$ cat src/rtl/rv_inst_encoder.sv
// RV32I instruction encoder: turns ID-style ALUop codes plus register/immediate fields into
// 32-bit instruction words and streams them to imem at consecutive word addresses.
module rv_inst_encoder #(
    parameter int ADDR_W = 10,
    parameter int DEPTH  = 256,
    parameter int BASE   = 0
) (
    input  logic              clk,
    input  logic              rst,
    input  logic              start,
    input  logic              in_valid,
    output logic              in_ready,
    input  logic [5:0]        in_op,
    input  logic [4:0]        in_rd,
    input  logic [4:0]        in_rs1,
    input  logic [4:0]        in_rs2,
    input  logic [31:0]       in_imm,
    output logic              out_valid,
    input  logic              out_ready,
    output logic [ADDR_W-1:0] out_addr,
    output logic [31:0]       out_inst,
    output logic [ADDR_W:0]   count,
    output logic              full,
    output logic              err,
    output logic [1:0]        err_code
);

    // Handshake: a beat moves on an interface only in a cycle where both valid and ready are
    // high at the rising edge; valid never depends on ready, and out_addr/out_inst hold while
    // out_valid && !out_ready.

    localparam logic [6:0] OPC_R      = 7'b0110011;
    localparam logic [6:0] OPC_I      = 7'b0010011;
    localparam logic [6:0] OPC_LOAD   = 7'b0000011;
    localparam logic [6:0] OPC_STORE  = 7'b0100011;
    localparam logic [6:0] OPC_BRANCH = 7'b1100011;
    localparam logic [6:0] OPC_JAL    = 7'b1101111;

    localparam logic [5:0] OP_ADD  = 6'd1;
    localparam logic [5:0] OP_SUB  = 6'd2;
    localparam logic [5:0] OP_SLL  = 6'd3;
    localparam logic [5:0] OP_JAL  = 6'd4;
    localparam logic [5:0] OP_ADDI = 6'd5;
    localparam logic [5:0] OP_AND  = 6'd6;
    localparam logic [5:0] OP_OR   = 6'd7;
    localparam logic [5:0] OP_XOR  = 6'd8;
    localparam logic [5:0] OP_BLT  = 6'd9;
    localparam logic [5:0] OP_BEQ  = 6'd10;
    localparam logic [5:0] OP_SRL  = 6'd11;
    localparam logic [5:0] OP_LW   = 6'd12;
    localparam logic [5:0] OP_SW   = 6'd13;

    localparam logic [1:0] ERR_NONE  = 2'b00;
    localparam logic [1:0] ERR_OP    = 2'b01;
    localparam logic [1:0] ERR_RANGE = 2'b10;
    localparam logic [1:0] ERR_ODD   = 2'b11;

    localparam logic [ADDR_W:0]   DEPTH_C = (ADDR_W + 1)'(DEPTH);
    localparam logic [ADDR_W-1:0] BASE_A  = ADDR_W'(BASE);

    logic signed [31:0] imm_s;
    logic               fits_i;
    logic               fits_b;
    logic               fits_j;
    logic [31:0]        enc_inst;
    logic [1:0]         enc_code;
    logic [ADDR_W-3:0]  slot;
    logic [ADDR_W-1:0]  slot_addr;
    logic               full_pending;
    logic               accept;
    logic               xfer;

    assign imm_s  = in_imm;
    assign fits_i = (imm_s >= -32'sd2048)    && (imm_s <= 32'sd2047);
    assign fits_b = (imm_s >= -32'sd4096)    && (imm_s <= 32'sd4094);
    assign fits_j = (imm_s >= -32'sd1048576) && (imm_s <= 32'sd1048574);

    // Branch/jump offsets are checked for alignment before range.
    always_comb begin
        enc_inst = '0;
        enc_code = ERR_NONE;
        case (in_op)
            OP_ADD:  enc_inst = {7'b0000000, in_rs2, in_rs1, 3'b000, in_rd, OPC_R};
            OP_SUB:  enc_inst = {7'b0100000, in_rs2, in_rs1, 3'b000, in_rd, OPC_R};
            OP_SLL:  enc_inst = {7'b0000000, in_rs2, in_rs1, 3'b001, in_rd, OPC_R};
            OP_SRL:  enc_inst = {7'b0000000, in_rs2, in_rs1, 3'b101, in_rd, OPC_R};
            OP_XOR:  enc_inst = {7'b0000000, in_rs2, in_rs1, 3'b100, in_rd, OPC_R};
            OP_OR:   enc_inst = {7'b0000000, in_rs2, in_rs1, 3'b110, in_rd, OPC_R};
            OP_AND:  enc_inst = {7'b0000000, in_rs2, in_rs1, 3'b111, in_rd, OPC_R};
            OP_ADDI: begin
                enc_inst = {in_imm[11:0], in_rs1, 3'b000, in_rd, OPC_I};
                if (!fits_i) enc_code = ERR_RANGE;
            end
            OP_LW: begin
                enc_inst = {in_imm[11:0], in_rs1, 3'b010, in_rd, OPC_LOAD};
                if (!fits_i) enc_code = ERR_RANGE;
            end
            OP_SW: begin
                enc_inst = {in_imm[11:5], in_rs2, in_rs1, 3'b010, in_imm[4:0], OPC_STORE};
                if (!fits_i) enc_code = ERR_RANGE;
            end
            OP_BEQ, OP_BLT: begin
                enc_inst = {in_imm[12], in_imm[10:5], in_rs2, in_rs1,
                            (in_op == OP_BLT) ? 3'b100 : 3'b000,
                            in_imm[4:1], in_imm[11], OPC_BRANCH};
                if (in_imm[0])    enc_code = ERR_ODD;
                else if (!fits_b) enc_code = ERR_RANGE;
            end
            OP_JAL: begin
                enc_inst = {in_imm[20], in_imm[10:1], in_imm[11], in_imm[19:12], in_rd, OPC_JAL};
                if (in_imm[0])    enc_code = ERR_ODD;
                else if (!fits_j) enc_code = ERR_RANGE;
            end
            default: enc_code = ERR_OP;
        endcase
    end

    // Words accepted so far equals count plus the one possibly waiting in the output register.
    assign full_pending = (count + {{ADDR_W{1'b0}}, out_valid}) == DEPTH_C;
    assign in_ready     = !start && !full_pending && (!out_valid || out_ready);
    assign accept       = in_valid && in_ready;
    assign xfer         = out_valid && out_ready;
    assign slot_addr    = BASE_A + {slot, 2'b00};
    assign full         = (count == DEPTH_C);

    always_ff @(posedge clk) begin
        if (rst) begin
            out_valid <= 1'b0;
            out_addr  <= BASE_A;
            out_inst  <= '0;
            count     <= '0;
            slot      <= '0;
            err       <= 1'b0;
            err_code  <= ERR_NONE;
        end else if (start) begin
            out_valid <= 1'b0;
            count     <= '0;
            slot      <= '0;
            err       <= 1'b0;
            err_code  <= ERR_NONE;
        end else begin
            if (xfer) count <= count + 1'b1;
            if (accept && enc_code == ERR_NONE) begin
                out_valid <= 1'b1;
                out_addr  <= slot_addr;
                out_inst  <= enc_inst;
                slot      <= slot + 1'b1;
            end else if (xfer) begin
                out_valid <= 1'b0;
            end
            // A rejected input is consumed; only the first error code of a run is kept.
            if (accept && enc_code != ERR_NONE) begin
                err <= 1'b1;
                if (!err) err_code <= enc_code;
            end
        end
    end

endmodule

$ cat config.mk
export PLATFORM = sky130hd
export DESIGN_NAME = rv_inst_encoder
export DESIGN_NICKNAME = d
export VERILOG_FILES = /design/src/rtl/rv_inst_encoder.sv
export SDC_FILE = /design/constraint.sdc
export NUM_CORES = 1
export LEC_CHECK = 0
export BUFFER_PORTS_ARGS = -buffer_cell sky130_fd_sc_hd__buf_2
export CAP_MARGIN = 20
export CORE_ASPECT_RATIO = 2
export CORE_MARGIN = 2
export CORE_UTILIZATION = 35
export CTS_BUF_LIST = sky130_fd_sc_hd__clkbuf_8
export DETAILED_ROUTE_END_ITERATION = 16
export GPL_ROUTABILITY_DRIVEN = 0
export HOLD_SLACK_MARGIN = 0.03
export SLEW_MARGIN = 20
export SYNTH_ARGS = -nofsm -noshare
export SYNTH_HDL_FRONTEND = slang
export SYNTH_SLANG_ARGS = --single-unit
$ cat constraint.sdc
create_clock -name clk -period 4.1 [get_ports clk]
set_input_delay 0.41 -clock clk [delete_from_list [all_inputs] [get_ports clk]]
set_output_delay 0.41 -clock clk [all_outputs]
set_load 0.03 [all_outputs]
Yosys cells after proc, flatten, opt, wreduce, memory -nomap -nowiden
Cells that the tools add are included.
{ "word_totals": {"ff_bits": 63, "word_cells": 65} }
{ "classes": {"bitwise_logic": 2, "n_eq_ne": 15, "n_lt_le_gt_ge": 6, "addsub": 3, "n_mux": 10, "reduce_logical": 22} }
{ "ops": {"columns": ["operator", "n"], "rows": [
  ["$pmux 32 s12", 1],
  ["$eq 6x4->1 const B", 6],
  ["$ge 32x12->1 const B", 1],
  ["$ge 32x13->1 const B", 1],
  ["$ge 32x21->1 const B", 1],
  ["$le 32x12->1 const B", 1],
  ["$le 32x13->1 const B", 1],
  ["$le 32x21->1 const B", 1],
  ["$eq 6x3->1 const B", 4],
  ["$eq 11x9->1 const B", 2],
  ["$eq 6x2->1 const B", 2],
  ["$add 11x1->11", 1],
  ["$add 11x1->11 const B", 1],
  ["$mux 2", 5],
  ["$logic_and 1x1->1", 9],
  ["$add 8x1->8 const B", 1],
  ["$pmux 2 s4", 1],
  ["$reduce_or 7->1", 1],
  ["$eq 6x1->1 const B", 1],
  ["$reduce_and 2->1", 2],
  ["$reduce_bool 2->1", 2],
  ["$reduce_or 2->1", 2],
  ["$logic_not 1->1", 3],
  ["$mux 3", 1],
  ["other kinds (5)", 7]
]} }

Depth between registers and ports, before layout
Gate-level depths: netlist of the first run.
{ "logic_depth": {"ltp_word": 8, "mapped_depth": 11} }

Worst setup path after synthesis of the first run
Ideal clock, no wire load.
{ "synth_path": {"kind": "register to register", "from": "register count[0]", "to": "register slot[4]", "arrival_ns": 2.784, "setup_ns": 0.070, "setup_slack_ns": 1.246, "path_buffers": 1, "stages_incl_launch_ff": 11, "synth_period_minus_slack_ns": 2.854, "cell_sequence": "dfxtp_1 -> ha_1 -> ha_1 -> nand4_1 -> and3b_1 -> mux2_1 -> o2111a_1 -> or2_4 -> buf_6 -> or4_1 -> a21oi_1"} }
{ "synth_between": {"elab_chain_cells": 7} }
{ "synth_lines": {"columns": ["item", "line", "text"], "rows": [
  ["start: declaration", "22", "output logic [ADDR_W:0] count,"],
  ["start signal: assignment", "142", "if (xfer) count <= count + 1'b1;"],
  ["$add 11x1->11", "119", "assign full_pending = (count + {{ADDR_W{1'b0}}, out_valid}) == DEPTH_C;"],
  ["$eq 11x9->1", "119", null],
  ["$logic_not 1->1", "120", "assign in_ready = !start && !full_pending && (!out_valid || out_ready);"],
  ["$logic_and 1x1->1 (2 in series)", "120", null],
  ["$logic_and 1x1->1", "121", "assign accept = in_valid && in_ready;"],
  ["$logic_and 1x1->1", "143", "if (accept && enc_code == ERR_NONE) begin"],
  ["end signal: assignment", "147", "slot <= slot + 1'b1;"],
  ["end: declaration", "67", "logic [ADDR_W-3:0] slot;"]
]} }
No other way between the ends.
A chain may end at the register's enable or synchronous reset.

Final worst setup path of the first run
{ "layout_path": {"from": "register count[0]", "to": "register out_inst[6]"} }
{ "layout_between": {"elab_chain_cells": 8} }
{ "layout_lines": {"columns": ["item", "line", "text"], "rows": [
  ["$add 11x1->11", "119", null],
  ["$eq 11x9->1", "119", null],
  ["$logic_not 1->1", "120", null],
  ["$logic_and 1x1->1 (2 in series)", "120", null],
  ["$logic_and 1x1->1", "121", null],
  ["$logic_and 1x1->1", "143", null],
  ["$reduce_and 2->1 (no source line)", null, null],
  ["end signal: assignment", "146", "out_inst <= enc_inst;"],
  ["end: declaration", "21", "output logic [31:0] out_inst,"]
]} }
No other way between the ends.

==> out/metrics.cfg, run 1 <==
[sta]
fin_setup_tns_ps = 0
timing.final.ws_setup_ps = 1160
rsz0062_at_grt = no
fin_crit_sh = 0.717
clock_skew_ps = 5.48
period_minus_slack_ps = 2940
setup_viol = 0
fmax_mhz = 340
tightestPinTransition_ps = 872
slew_headroom = 0.419
slew_violations = 0
finalHoldViolations = 0

[power_and_ir_drop]
peakVddDrop_mv = 0.142
power.leakage_nw = 1.60
p_per_area_nw_per_um2 = 306

[critical_path]
r2r_end = out_inst[6]
start_kind = flop
cp.arrival_ps = 3120
crit_path_cell_trace = ha_1, ha_1, nand4_1, and3b_1, mux2_1, o2111a_1, or2_4, nor2_1, buf_4, a311oi_1
cp_max_fo = 31
r2r_cells = 10
cpMostUsedCell = ha_1
path_buf_inv = 1
path_class = flop to flop
path_delay_family = simple AND/OR/NAND/NOR gates
reg2reg_from = count[0]
critical_path_required_ps = 4280
regToRegSetupSlack_ps = 1160
cp-end-kind = flop
critPathLaunch = count[0]
max_stage_delay_ps = 420
cpMaxStageDelayCell = dfxtp_1

[synthesis]
yosysTopAreaCellShare = 0.368
yosysTopAreaCell = dfxtp_1
ys.flop_type = dfxtp_1
synth_cell_types = 56
synth_top_family_by_area = compound AO/OA/AOI/OAI gates
synthTopCellsByArea = dfxtp_1 (37%), a21oi_1 (8.6%), o21ai_0 (4.4%), a211oi_1 (4.1%), a22oi_1 (3.4%)
syn_inst = 420
ys_warn_count = 0
synth_compound_area_frac = 0.275
synth-xor-area-share = 0.0211
ys_ff_latch = 61
synth_area_per_cell_um2 = 7.90
synth_edf_count = 0
ys_seq_area_frac = 0.368
yosys-mux-area-fraction = 0.00942
yosys.area_share.simple = 0.245
yosys.area_share.adder = 0.0188
synth_area_um2 = 3320
synthArstFlopShare = 0

[grt]
antenna_found_initial = 0
grt_pass1_wl_um = 16900
overflow = 0
track_usage = 0.212
grt_pass1_vias = 3413
grt_max_degree = 46

[clock_tree]
clkSinkCount = 61
postCtsSetupBuffers = 0
cts_buffers = 9
clk_pin_slew_ps = 70
insertion_delay_ps = 340
cts_htree_levels = 3
tritoncts = done
cts_hold_buf = 0
clk_path_buf_depth = 2
cts-root-buf = clkbuf_8
cts.repair.resized = 0

[drt]
drt_iter0_markers = 219
vias = 3660
first_pass_iters = 5
avgRoutedWirePerCell_um = 17.7
drc = 0
avgViaCountPerCell = 5.88
wl_um = 11000
detail-route-antenna-nets = 0

[hold_path]
hold_path.class = input port to flop
hold_path_depth = 3
min_from = in_imm[6]
worstHoldEndpoint = out_inst[26]

[floorplan]
design.die.area_um2 = 10300
core-area_um2 = 9320
die_w_um = 72.9
io_pins = 117
num_rows = 50
die_h_um = 142
start_util = 0.356

[placed_design]
hpwl_um = 8330
numPlacedInstances = 608
io_buffers = 114
pre_cts_slack_ps = 1140
postPlaceCellArea_um2 = 3890

[final_layout]
fin_util = 0.435
syn_to_final_growth_pct = 22.2
antenna_cells = 0
layout_commonest_cell = buf_2
fin_area_um2 = 4060
drive_above_1_share = 0.266
final_cells = 622
layout_common_cells = buf_2 (114), dfxtp_1 (61), a21oi_1 (57), o21ai_0 (29), nor2_1 (25)
num-nets-final = 578

[run]
cap_viol_max_count = 0

[status]
status = completed

## metal layers
layer | share of wire | GRT usage | routed length, µm
met2 | 0.57 | 0.390 | 6240
met5 | 0 | 0 | 0
met3 | 0.044 | 0.0320 | 487
met4 | 0.039 | 0.123 | 430
met1 | 0.35 | 0.217 | 3850
## area by class of cell
| cell class | instances | area, µm² |
|---|---|---|
| fill | 972 | 5260 |
| multi-input combinational | 315 | 1900 |
| sequential | 61 | 1220 |
| timing repair buffer | 119 | 608 |
| clock buffer | 11 | 151 |
| tap | 104 | 130 |
| inverter | 9 | 33.8 |
| clock inverter | 3 | 13.8 |
## sequential cells by signal (all words and copies together) (netlist names)
name,count
out_inst,30
slot,8
err_code,2
count,11
out_valid,1
out_addr,8
err,1
## power by group
group          internal (mW)  leakage, nW  total, mW  switching, mW
logic                 0.0530         1.02      0.167          0.114
registers              0.600        0.492      0.605        0.00502
clock network          0.241       0.0922      0.469          0.227
total                  0.894         1.60       1.24          0.346
## worst max path at each step
stage | endpoint | cells past startpoint
2_1_floorplan | slot[4] | 10
3_3_place_gp | err_code[1] | 9
3_5_place_dp | out_inst[6] | 9
4_1_cts | out_inst[14] | 10
5_1_grt | out_inst[14] | 10
6_report | out_inst[6] | 10
## kinds of logic (layout without fill, tap and decap cells)
kind of cell / Yosys count / count (layout)
flops: 61 / 61
xor+xnor: 8 / 8
simple gates: 150 / 150
compound gates: 147 / 147
other cells: 1 / 2
buf+inv: 45 / 142
fa+ha+maj: 5 / 5
mux: 3 / 3
## synthesized netlist by cell type, types with 3 or more instances
library cell	count
inv_1	8
o41ai_1	4
dfxtp_1	61
a31oi_1	3
nand4_1	16
or4_1	6
a21oi_1	57
a211oi_1	18
nor2_1	26
a22oi_1	15
buf_2	4
xnor2_1	3
buf_4	6
clkbuf_1	22
nand3_1	22
nand2_1	18
ha_1	5
a311oi_1	3
o21ai_0	29
nor4_1	8
nand2b_1	13
xor2_1	5
o31ai_1	6
and3_1	3
nor3_1	12
or3_1	8
nor2b_1	6
## tightest hold or removal path, stage by stage
cell and delay (ps):
buf_2 100, nand4_1 70, o21ai_0 70
## metrics by stage
| step | hold slack [ps] | power [mW] |
|---|---|---|
| 6_report | 330 | 1.24 |
| 5_1_grt | 331 | 1.28 |
| 4_1_cts | 312 | 1.25 |
| 3_5_place_dp | 472 | 0.783 |
| 3_3_place_gp | 473 | 0.781 |
| 2_1_floorplan | 452 | 0.715 |
No activity file was read; power rests on OpenSTA's default activity.
==> run 2, diff against run 1 <==
==> constraint.sdc (replaced) <==
create_clock -name clk -period 2.4 [get_ports clk]
set_input_delay 0.24 -clock clk [delete_from_list [all_inputs] [get_ports clk]]
set_output_delay 0.24 -clock clk [all_outputs]
set_load 0.03 [all_outputs]
==> out/metrics.cfg, run 2 (synthesis results as in run 1) <==
[grt]
grt_pass1_vias = 3756  ; +10%
overflow = 0  ; unchanged
grt_max_degree = 31  ; -33%
antenna_found_initial = 0  ; unchanged
track_usage = 0.230  ; +0.0180
grt_pass1_wl_um = 18600  ; +9.8%

[final_layout]
multiInputGateArea_um2 = 2080  ; +9.5%
fin_area_um2 = 4700  ; +16%
syn_to_final_growth_pct = 41.6
layout.area.seq_um2 = 1240  ; +1.3%
largest_reg_flops = 30  ; unchanged
layout_commonest_cell = buf_2
drive_above_1_share = 0.391  ; +0.125
fill_cells = 923  ; -5.0%
antenna_cells = 0  ; unchanged
top_register = out_inst
num-nets-final = 620  ; +7.3%
final_cells = 666  ; +7.1%
layout_common_cells = buf_2 (113), dfxtp_1 (52), a21oi_1 (50), buf_4 (40), nor2_1 (24)
fin_util = 0.504  ; +0.0689
largest_registers = out_inst: 30 flops, count: 11 flops

[drt]
detail-route-antenna-nets = 0  ; unchanged
avgViaCountPerCell = 5.83  ; -0.87%
first_pass_iters = 5  ; unchanged
avgRoutedWirePerCell_um = 17.8  ; +0.73%
drt_iter0_markers = 248  ; +13%
vias = 3885  ; +6.1%
drc = 0  ; unchanged
wl_um = 11900  ; +7.9%

[clock_tree]
cts-root-buf = clkbuf_8
clk_path_buf_depth = 2  ; unchanged
cts_buffers = 9  ; unchanged
insertion_delay_ps = 350  ; about the same
cts_htree_levels = 3  ; unchanged
clk_pin_slew_ps = 80  ; about the same
tritoncts = done
clkSinkCount = 61  ; unchanged

[power_and_ir_drop]
power.leakage_nw = 1.88  ; +17%
p_per_area_nw_per_um2 = 508  ; +66%
finalPower_mw = 2.39  ; +93%
peakVddDrop_mv = 0.316  ; +120%

[sta]
whs_ps = 138  ; -193 ps
period_minus_slack_ps = 2530  ; -412 ps
slew_violations = 0  ; unchanged
fin_crit_sh = 1.05  ; +0.336
finalHoldViolations = 0  ; unchanged
clock_skew_ps = 10.6  ; +5.17 ps
rsz0062_at_grt = yes
setup_viol = 33  ; +33
fin_setup_tns_ps = -1660  ; -1660 ps
timing.final.ws_setup_ps = -128  ; -1290 ps
fmax_mhz = 396  ; +16%

[critical_path]
reg2reg_from = count[0]
crit_path_cell_trace = ha_4, and3_4, nand4_1, mux2_4, o2111a_2, or2_4, buf_12, or4_4, a21oi_2
critPathLaunch = count[0]
cp_max_fo = 6  ; -81%
path_class = flop to flop
cp.arrival_ps = 2810  ; -310 ps
cp-end-kind = flop
max_stage_delay_ps = 410  ; about the same
cpMaxStageDelayCell = or4_4
critical_path_required_ps = 2680  ; -1600 ps
start_kind = flop

[floorplan]
core-area_um2 = 9320  ; unchanged
design.die.area_um2 = 10300  ; unchanged
start_util = 0.356  ; unchanged
die_h_um = 142  ; unchanged
io_pins = 117  ; unchanged
die_w_um = 72.9  ; unchanged
num_rows = 50  ; unchanged

[placed_design]
numPlacedInstances = 647  ; +6.4%
pre_cts_slack_ps = -90.6  ; -1230 ps
io_buffers = 114  ; unchanged
hpwl_um = 8710  ; +4.5%
postPlaceCellArea_um2 = 4290  ; +10%

[hold_path]
min_from = in_imm[9]
hold_path.class = input port to flop

[status]
violations = negative setup slack
status = complete, but fails checks

[run]
cap_viol_max_count = 0  ; unchanged

-- run 2: power breakdown --
part           total (mW)  switching, mW  internal [mW]
Clock                1.01          0.430          0.579
Combinational       0.350          0.216          0.134
Sequential           1.03        0.00788           1.02
-- run 2: path summary, 6_finish.rpt --
kind	to	slack, ps	depth (start not counted)
worst max-delay path	slot[6]	-130	9
worst min-delay path	out_inst[29]	140	3
worst max register to register	slot[6]	-130	9
worst min register to register	out_addr[5]	470	2
-- run 2: what timing repair did --
| item | CTS | global route |
|---|---|---|
| hold buffers | 0 | 0 |
| cloned | 2 | 0 |
| pin swaps | 8 | 11 |
| setup endpoints to repair | 18 | 47 |
| buffers inserted | 1 | 1 |
| gates resized for setup | 8 | 40 |
-- run 2: cell type report --
cell class / count / share of cell area
inverters: 9 / 0.00719
flip-flops and latches: 61 / 0.263
clock buffers: 9 / 0.0264
well taps: 104 / 0.0277
multi-input cells: 316 / 0.442
clock inverters: 7 / 0.0192
repair buffers: 160 / 0.214
-- run 2: critical path, delay by kind of cell, from the launching register on --
family                   cells  cell delay, ps
buffers and inverters        1             150
AO/OA/AOI/OAI                2             410
multiplexers                 1             340
AND/OR/NAND/NOR              4            1060
flip-flops                   1             360
adder cells (fa/ha/maj)      1             140
-- run 2: routing by layer --
layer  part of all wire  up-vias  routed length [µm]  global-route usage
met1               0.35     1874                4100               0.242
li1                   -     1847                   -                   -
met2               0.58      133                6840               0.430
met5                  0        -                   0                   0
met4              0.036        0                 425               0.107
met3              0.043       31                 507              0.0341
==> run 3, diff against run 2 <==
--- a/config.mk
+++ b/config.mk
@@ -7,13 +7,16 @@
 export LEC_CHECK = 0
 export BUFFER_PORTS_ARGS = -buffer_cell sky130_fd_sc_hd__buf_2
 export CAP_MARGIN = 20
+export CELL_PAD_IN_SITES_DETAIL_PLACEMENT = 0
+export CELL_PAD_IN_SITES_GLOBAL_PLACEMENT = 1
 export CORE_ASPECT_RATIO = 2
 export CORE_MARGIN = 2
-export CORE_UTILIZATION = 35
+export CORE_UTILIZATION = 33
 export CTS_BUF_LIST = sky130_fd_sc_hd__clkbuf_8
 export DETAILED_ROUTE_END_ITERATION = 16
 export GPL_ROUTABILITY_DRIVEN = 0
 export HOLD_SLACK_MARGIN = 0.03
+export PLACE_DENSITY_LB_ADDON = 0.1
 export SLEW_MARGIN = 20
 export SYNTH_ARGS = -nofsm -noshare
 export SYNTH_HDL_FRONTEND = slang
==> out/metrics.cfg, run 3 (synthesis results as in run 1) <==
[critical_path]
start_kind = flop
reg2reg_from = out_valid
cp-end-kind = primary output
regToRegSetupSlack_ps = -20  ; +110 ps
critPathLaunch = out_valid
cp_max_fo = 5  ; -1
critPathCapture = in_ready
r2r_cells = 9  ; unchanged
path_class = flop to primary output
critical_path_required_ps = 2160  ; -520 ps
r2r_end = err_code[0]
cp.arrival_ps = 2190  ; -620 ps

[sta]
clock_skew_ps = 8.22  ; -2.43 ps
rsz0062_at_grt = yes
slew_headroom = 0.565
tightestPinTransition_ps = 648
period_minus_slack_ps = 2430  ; -93.2 ps
finalHoldViolations = 0  ; unchanged
timing.final.ws_setup_ps = -34.4  ; +93.2 ps
slew_violations = 0  ; unchanged
setup_viol = 4  ; -88%
fin_crit_sh = 1.01  ; -0.0388
fmax_mhz = 411  ; +3.8%

[clock_tree]
cts_buffers = 9  ; unchanged
clk_path_buf_depth = 2  ; unchanged
cts-root-buf = clkbuf_8
cts_htree_levels = 3  ; unchanged
clk_pin_slew_ps = 70  ; about the same
tritoncts = done
cts_hold_buf = 0  ; unchanged
insertion_delay_ps = 350  ; about the same
clkSinkCount = 61  ; unchanged

[power_and_ir_drop]
power.leakage_nw = 1.86  ; -1.4%
p_per_area_nw_per_um2 = 529  ; +4.1%
peakVddDrop_mv = 0.308  ; -2.5%

[final_layout]
fin_util = 0.470  ; -0.0341
largest_registers = out_inst: 30 flops, count: 11 flops
final_cells = 693  ; +4.1%
syn_to_final_growth_pct = 38.3
num-nets-final = 619  ; -0.16%
largest_reg_flops = 30  ; unchanged
fill_cells = 1038  ; +12%
top_register = out_inst
drive_above_1_share = 0.355  ; -0.0367
layout_common_cells = buf_2 (113), a21oi_1 (55), dfxtp_1 (52), buf_4 (40), nor2_1 (24)
layout_commonest_cell = buf_2
antenna_cells = 0  ; unchanged

[drt]
first_pass_iters = 4  ; -1
vias = 3777  ; -2.8%
drt_iter0_markers = 182  ; -27%
avgViaCountPerCell = 5.45  ; -6.6%
drc = 0  ; unchanged
wl_um = 12000  ; +1.1%
detail-route-antenna-nets = 0  ; unchanged
avgRoutedWirePerCell_um = 17.3  ; -2.8%

[placed_design]
hpwl_um = 9100  ; +4.5%
numPlacedInstances = 675  ; +4.3%
io_buffers = 114  ; unchanged

[status]
status = complete, but fails checks
violations = negative setup slack

[grt]
track_usage = 0.228  ; -0.00155
overflow = 0  ; unchanged
antenna_found_initial = 0  ; unchanged
grt_pass1_vias = 3818  ; +1.7%
grt_pass1_wl_um = 19200  ; +3.3%
grt_max_degree = 39  ; +26%

[floorplan]
design.die.area_um2 = 10900  ; +5.8%
core-area_um2 = 9760  ; +4.7%
start_util = 0.340  ; -0.0161
io_pins = 117  ; unchanged
num_rows = 51  ; +2.0%
die_w_um = 74.9  ; +2.8%
die_h_um = 146  ; +2.9%

[hold_path]
hold_path.class = input port to flop
min_from = in_imm[5]

[run]
cap_viol_max_count = 0  ; unchanged

==> run 3: repair_timing <==
| item | in CTS | in global routing |
|---|---|---|
| buffers inserted | 0 | 0 |
| resized for setup | 7 | 10 |
| pin swaps | 5 | 1 |
| cloned | 2 | 0 |
| setup endpoints to repair | 19 | 39 |
==> run 3: area by class of cell <==
cell class,instances,area [µm²],share of cell area
clock inverter,5,75.1,0.0164
timing repair buffer,158,948,0.207
tap,132,165,0.0360
inverter,9,33.8,0.00736
multi-input combinational,317,1980,0.431
sequential,61,1240,0.270
clock buffer,11,151,0.0330
==> run 3: where the power goes <==
part	switching (mW)	total (mW)	internal (mW)
clock	0.427	1.06	0.634
sequential	0.00756	1.03	1.02
combinational	0.210	0.337	0.127
total	0.644	2.43	1.78
==> run 3: how the worst min path moves through the flow <==
stage                     slack (ps)           end  depth (start not counted)
final                            150  out_inst[25]                          3
after global routing             150  out_inst[26]                          3
after CTS                        130  out_inst[25]                          3
after detailed placement         460  out_inst[13]                          2
after global placement           460  out_inst[13]                          2
after floorplan                  380  out_inst[25]                          2
==> run 3: metrics by stage <==
step	hold WS [ps]	total power, mW	TNS [ps]	setup slack [ps]	area [µm²]
floorplan	383	1.22	-280	-25.7	3370
global placement	457	1.38	-24.2	-24.2	4300
detailed placement	461	1.38	-309	-52.8	4300
CTS	132	2.44	-119	-59.0	4570
global route	150	2.52	-979	-110	4590
finish	148	2.43	-75.1	-34.4	4590
==> run 3: critical path, stage by stage, from the launching register on <==
cell and delay (ps):
dfxtp_4 360, ha_4 150, ha_4 130, nand4_1 90
and3b_1 180, mux2_4 260, o2111a_2 290, and2b_1 240
buf_6 140
==> run 3: per-layer routing <==
metal	routed length [µm]	global-route usage	vias up
met1	4170	0.230	1774
met2	6920	0.418	121
li1	-	-	1854
met4	433	0.119	0
met3	482	0.0416	28
met5	0	0	-
